==> src/rtl/mat_pkg.sv <==
// Shared definitions for the matrix blocks: element width and the
// flattened-bus layout helpers used by mul_matrix and its neighbours.
package mat_pkg;

    localparam int ELEM_W = 32;

    // Bit offset of element (i,j) on an n x n flattened bus.
    // Element order on the bus is column-major: row index fastest.
    function automatic int elem_lsb(input int i, input int j, input int n);
        return (i + n * j) * ELEM_W;
    endfunction

    // Width of a row/column index for dimension n (at least one bit).
    function automatic int idx_w(input int n);
        return (n > 1) ? $clog2(n) : 1;
    endfunction

endpackage

==> src/rtl/mat_index_counter.sv <==
// Two-level wrap counter walking an n x n index space. The fast index
// steps on every enable; when it wraps, the slow index steps. ROW_MAJOR
// selects whether the column (1) or the row (0) is the fast index.
module mat_index_counter
#(
    parameter int N         = 2,
    parameter bit ROW_MAJOR = 1'b0,
    parameter int IW        = 1
)
(
    input  logic          clk,
    input  logic          rst_n,
    input  logic          clr,
    input  logic          en,
    output logic [IW-1:0] row,
    output logic [IW-1:0] col,
    output logic          last
);

    localparam logic [IW-1:0] MAX = IW'(N - 1);

    logic [IW-1:0] fast;
    logic [IW-1:0] slow;
    logic          fast_wrap;
    logic          slow_wrap;

    assign fast_wrap = (fast == MAX);
    assign slow_wrap = (slow == MAX);

    // Clear wins over enable so a capture always restarts at element 0.
    always_ff @(posedge clk or negedge rst_n) begin
        if (!rst_n) begin
            fast <= '0;
            slow <= '0;
        end else if (clr) begin
            fast <= '0;
            slow <= '0;
        end else if (en) begin
            if (fast_wrap) begin
                fast <= '0;
                slow <= slow_wrap ? '0 : slow + IW'(1);
            end else begin
                fast <= fast + IW'(1);
            end
        end
    end

    assign row  = ROW_MAJOR ? slow : fast;
    assign col  = ROW_MAJOR ? fast : slow;
    assign last = fast_wrap && slow_wrap;

endmodule

==> src/rtl/mat_stream_out.sv <==
// Captures an n x n matrix snapshot from the flattened bus on a start
// pulse and streams it out one element per valid/ready handshake, tagged
// with row, column and a last flag.
module mat_stream_out
    import mat_pkg::*;
#(
    parameter int  n         = 2,
    parameter bit  ROW_MAJOR = 1'b0,
    localparam int IW        = idx_w(n)
)
(
    input  logic                  clk,
    input  logic                  rst_n,
    input  logic                  start,
    input  logic [ELEM_W*n*n-1:0] mat_in,
    output logic                  busy,
    output logic                  out_valid,
    input  logic                  out_ready,
    output logic [ELEM_W-1:0]     out_data,
    output logic [IW-1:0]         out_row,
    output logic [IW-1:0]         out_col,
    output logic                  out_last,
    output logic                  done
);

    localparam logic ST_IDLE   = 1'b0;
    localparam logic ST_STREAM = 1'b1;

    logic                  state;
    logic [ELEM_W*n*n-1:0] snap;
    logic                  done_q;
    logic [IW-1:0]         row;
    logic [IW-1:0]         col;
    logic                  cnt_last;
    logic                  streaming;
    logic                  capture;
    logic                  hs;
    logic                  final_hs;
    logic [ELEM_W-1:0]     data_mux;

    assign streaming = (state == ST_STREAM);
    assign capture   = !streaming && start;
    assign hs        = streaming && out_ready;
    assign final_hs  = hs && cnt_last;

    mat_index_counter #(
        .N         (n),
        .ROW_MAJOR (ROW_MAJOR),
        .IW        (IW)
    ) u_cnt (
        .clk   (clk),
        .rst_n (rst_n),
        .clr   (capture),
        .en    (hs),
        .row   (row),
        .col   (col),
        .last  (cnt_last)
    );

    // Two-state controller: IDLE waits for start, STREAM runs until the
    // last element is accepted. start during STREAM is ignored.
    always_ff @(posedge clk or negedge rst_n) begin
        if (!rst_n) begin
            state <= ST_IDLE;
        end else if (capture) begin
            state <= ST_STREAM;
        end else if (final_hs) begin
            state <= ST_IDLE;
        end
    end

    // Snapshot register: loaded only on capture so later bus changes
    // cannot leak into a stream in flight.
    always_ff @(posedge clk or negedge rst_n) begin
        if (!rst_n) begin
            snap <= '0;
        end else if (capture) begin
            snap <= mat_in;
        end
    end

    // One-cycle completion pulse after the final handshake.
    always_ff @(posedge clk or negedge rst_n) begin
        if (!rst_n) begin
            done_q <= 1'b0;
        end else begin
            done_q <= final_hs;
        end
    end

    // Element select from the snapshot; decoded only from registered
    // counters so out_ready never reaches an output combinationally.
    always_comb begin
        data_mux = '0;
        for (int j = 0; j < n; j++) begin
            for (int i = 0; i < n; i++) begin
                if (i == int'(row) && j == int'(col)) begin
                    data_mux = snap[elem_lsb(i, j, n) +: ELEM_W];
                end
            end
        end
    end

    assign busy      = streaming;
    assign out_valid = streaming;
    assign out_data  = data_mux;
    assign out_row   = row;
    assign out_col   = col;
    // Gated by STREAM so an n=1 instance does not flag last while idle.
    assign out_last  = streaming && cnt_last;
    assign done      = done_q;

endmodule

==> config.mk <==
export PLATFORM = sky130hd
export DESIGN_NAME = mat_stream_out
export DESIGN_NICKNAME = d
export VERILOG_FILES = /design/src/rtl/mat_pkg.sv /design/src/rtl/mat_index_counter.sv /design/src/rtl/mat_stream_out.sv
export SDC_FILE = /design/constraint.sdc
export NUM_CORES = 1
export LEC_CHECK = 0
export CORE_UTILIZATION = 44
export DETAILED_ROUTE_END_ITERATION = 16
export HOLD_SLACK_MARGIN = 0.08
export PLACE_DENSITY_LB_ADDON = 0.3
export REMOVE_ABC_BUFFERS = 1
export SYNTH_ARGS = -nofsm -noshare
export SYNTH_HDL_FRONTEND = slang
export SYNTH_SLANG_ARGS = --single-unit
==> constraint.sdc <==
create_clock -name clk -period 1.4 [get_ports clk]
set_input_delay 0.28 -clock clk [delete_from_list [all_inputs] [get_ports clk]]
set_output_delay 0.28 -clock clk [all_outputs]
set_load 0.01 [all_outputs]
# Yosys cells after proc, flatten, opt, wreduce, memory -nomap -nowiden
# Cells that the tools add are included.
# totals
reg_bits	132
latchBits	0
ram_bits	0
romBits	0
input_bits	132
out_inout_bits	38
word_cells	35
mem_count	0
# op_classes
n_addsub	2
multipliers	0
n_div	0
order_cmp	0
eq_ne	0
n_shift	0
muxes	13
bitwise	2
n_reduce_logical	13
# op_table
op	count
$mux 32	4
$mux 1	9
$logic_and 1x1->1	8
$reduce_bool 2->1	3
$add 1x1->1 const B	2
$not 1->1	2
$reduce_and 2->1	1
$logic_not 1->1	1

# Depth between registers and ports, before layout
# logic_depth
word_depth	6
mapped_depth	4

# Cells and area by module
# From an unflattened synthesis, not the netlist that was laid out.
# hier_totals
hier_cells	327
area_unflattened_um2	6243.5
# modules_own_cells
module	instances	cells_per_inst	area_per_inst_um2	seq_area_each_um2
mat_stream_out	1	319	6147.1	3253.1
mat_index_counter	1	8	96.3	50.0

# Worst setup path after synthesis
# Ideal clock, no wire load.
# synth_path
path_type	register to output
start	register u_cnt.fast, in the netlist u_cnt.row
end	output port out_data[10]
arrival_time_ns	1.304
path_slack_ns	-0.184
path_stages_with_launch	4
n_path_buf	2
path_cell_list	dfrtp_1 > buf_6 > buf_6 > mux4_2
# synth_via
elab_chain_len	6
elab_cells_between_ends	9
cone_classes	4 x mux; 1 x bitwise; 4 x reduce/logical
# synth_rtl
item	line	source
start, declared	mat_index_counter.sv:22	logic [IW-1:0] fast;
start signal, assigned	mat_index_counter.sv:43	fast <= fast + IW'(1);
$not 1->1	mat_stream_out.sv:97	if (i == int'(row) && j == int'(col)) begin
$logic_and 1x1->1	mat_stream_out.sv:97	
$mux 32 (3 in a row)	mat_stream_out.sv:97	
$mux 32 (*)	mat_stream_out.sv:97	
end, declared	mat_stream_out.sv:19	output logic [ELEM_W-1:0] out_data,
# Mark *: on every way between the ends. The rest lies on a longest branch, timed or not.

# Worst setup path after layout
# layout_path
start	register u_cnt.fast, in the netlist u_cnt.row
end	output port out_data[19]
# Same word-level chain as after synthesis.

==> flow_summary.json <==
{
  "startpoint": "u_cnt.row",
  "worst_slack_ps": -631,
  "synthMuxAreaShare_pct": 41.0,
  "worstMarginPinSlew_ps": 265,
  "dr.pass1.iters": 4,
  "place_area_sq_um": 8440,
  "grt_pass1_wl_microns": 25400,
  "layout-drive-gt1-share_pct": 54.0,
  "hp-class": "primary input to async pin",
  "hpwl_microns": 9620,
  "io_buffer_count": 169,
  "synth-adder-area-share_pct": 0,
  "wl_per_cell_microns": 20.6,
  "synth-compound-area-share_pct": 0.439,
  "die_x_microns": 121,
  "p_leak_uw": 0.00431,
  "n_antenna_cell": 0,
  "synthXorXnorAreaFrac_pct": 0,
  "max_freq_ghz": 0.492,
  "final_util_pct": 70.2,
  "period_share_pct": 145,
  "io_pins": 170,
  "row_count": 43,
  "first_global_vias": 4584,
  "regToRegStartpoint": "busy",
  "final_nets": 710,
  "core_sq_um": 13900,
  "arrival_ps": 1750,
  "dieHeight_microns": 121,
  "cts-root-buf": "clkbuf_16",
  "synth_cell_types": 19,
  "violations": "setup timing",
  "use_met1_pct": 29.3,
  "vias": 3917,
  "yosys-top-cells-area": "dfrtp_1, mux2_4, mux4_2",
  "drt_iter0_drc": 121,
  "total_power_uw": 22900,
  "clk_pin_slew_ps": 60,
  "critPathLaunchType": "flip-flop",
  "grt.total_usage_pct": 23.3,
  "setup_viol": 164,
  "finalWirelength_microns": 15800,
  "clock-skew-final_ps": 7.52,
  "tns_ps": -38140,
  "cp_max_fo": 7,
  "numCtsBuffers": 17,
  "grt_util_met2_pct": 38.4,
  "antenna_found_initial": 0,
  "drv_cap": 0,
  "synthesis.area_sq_um": 6260,
  "end_kind": "primary output",
  "peakVddDrop_v": 0.00148,
  "overflow": 0,
  "finalInstanceArea_sq_um": 9740,
  "initial_utilization_pct": 45.1,
  "finalCriticalPeriod_ps": 2030,
  "power_per_cell_area_nw_per_um2": 2360,
  "yosysTopAreaCell": "dfrtp_1",
  "syn_inst": 328,
  "ant_nets": 0,
  "clock_latency_ps": 420,
  "synth_top_family_by_area": "multiplexers",
  "drc": 0,
  "final_hold_viol_count": 0,
  "rrSetupSlack_ps": -220,
  "cts_tree": "built",
  "rsz0062_at_grt": "yes",
  "ctsLongestPathBuffers": 2,
  "syn2layout_area_growth_pct": 55.5,
  "clock_sinks": 132,
  "yosysSeqAreaShare_pct": 52.7,
  "synth-simple-area-share_pct": 0.699,
  "status": "complete, but fails checks",
  "required_ps": 1120,
  "grt-busiest-layer": "met2",
  "ys_ff_latch": 132,
  "cts.htree.levels": 4,
  "slew_headroom_pct": 82.3,
  "die_area_sq_um": 14700,
  "gr-usage-met3_pct": 6.06,
  "syn_area_per_cell_sq_um": 19.1,
  "synth_top_cell_area_share_pct": 52.7,
  "hold_slack_ps": 294,
  "vias_per_cell": 5.08,
  "grt_max_degree": 46,
  "gp_congestion": 0.807,
  "crit_type": "flip-flop to primary output",
  "slew_viol_final": 0,
  "yosysWarnings": 0
}
==> final cells by class <==
| cell class | count | area, sq um |
|---|---|---|
| inverter | 1 | 3.75 |
| timing repair buffer | 254 | 2890 |
| sequential | 132 | 3310 |
| tap | 180 | 225 |
| fill | 917 | 4140 |
| clock inverter | 12 | 129 |
| clock buffer | 20 | 467 |
| multi-input combinational | 172 | 2720 |
==> power by group <==
part / internal, uW / switching (uW)
clock network: 2760 / 1700
logic: 7920 / 3610
registers: 5780 / 1190
==> Yosys cell counts (all sizes together) <==
library cell and count:
mux2 128, inv 1, dfrtp 132, buf 23
and4 1, nor2 2, nand4b 1, a21oi 3
o21ai 1, a21boi 1, mux4 32, and3 1
nor2b 1, nand2 1
==> sequential cells by signal, summed over array words and instances, names as in the netlist <==
| name | cells |
|---|---|
| busy | 1 |
| done | 1 |
| snap | 128 |
| u_cnt.col | 1 |
| u_cnt.row | 1 |
==> through the flow <==
step	cells	worst slack [ps]
final	771	-631
after CTS	772	-649
after global routing	771	-694
after floorplan	305	-4830
after detailed placement	704	-539
after global placement	704	-527
==> cell families after synthesis <==
family / Yosys count
AO/OA/AOI/OAI: 5
multiplexers: 160
flip-flops: 132
buffers and inverters: 24
AND/OR/NAND/NOR: 7
==> worst paths after layout <==
| kind | to | cells after the start |
|---|---|---|
| max | out_data[19] | 4 |
| min | snap[15] | 2 |
| max reg2reg | snap[5] | 6 |
| min reg2reg | snap[92] | 1 |
| max in group asynchronous | snap[62] | 3 |
| min in group clk | snap[69] | 2 |
==> cell usage in the layout, fill, tap and decap left out <==
master	Yosys	final
dfrtp_1	132	129
clkbuf_8	0	3
mux2_4	109	128
clkinv_4	0	2
inv_1	1	1
mux4_2	32	32
nand4b_1	1	1
clkinvlp_4	0	3
and4_1	1	1
buf_16	0	6
clkdlybuf4s50_1	0	130
and3_4	0	1
nand2_1	1	1
bufinv_16	0	2
clkinv_2	0	4
o21ai_0	1	1
inv_6	0	1
buf_6	6	42
dlygate4sd2_1	0	1
buf_4	1	30
buf_2	5	9
dfrtp_2	0	3
nor2_1	2	2
a21oi_1	3	3
buf_8	1	9
buf_12	10	25
clkbuf_16	0	18
dlygate4sd3_1	0	1
nor2b_4	0	1
a21boi_0	1	1
==> timing repair <==
item,CTS,global route
resized for setup,226,25
endpoints found under the setup margin,133,165
gates cloned,12,1
setup buffers,24,10
pin swaps,0,0
hold buffers,1,0
hold endpoints to repair,132,0
==> critical path: stages (launching register included) <==
cell	delay (ps)
dfrtp_2	390
buf_12	130
buf_12	130
mux4_2	510
buf_2	160
==> routing by layer <==
layer | vias to the layer above | wire length, microns
met3 | 33 | 819
li1 | 1721 | -
met2 | 119 | 8000
met4 | 0 | 386
met1 | 2044 | 6640
met5 | - | 0
Note: power is estimated with default switching activity, not from simulation.
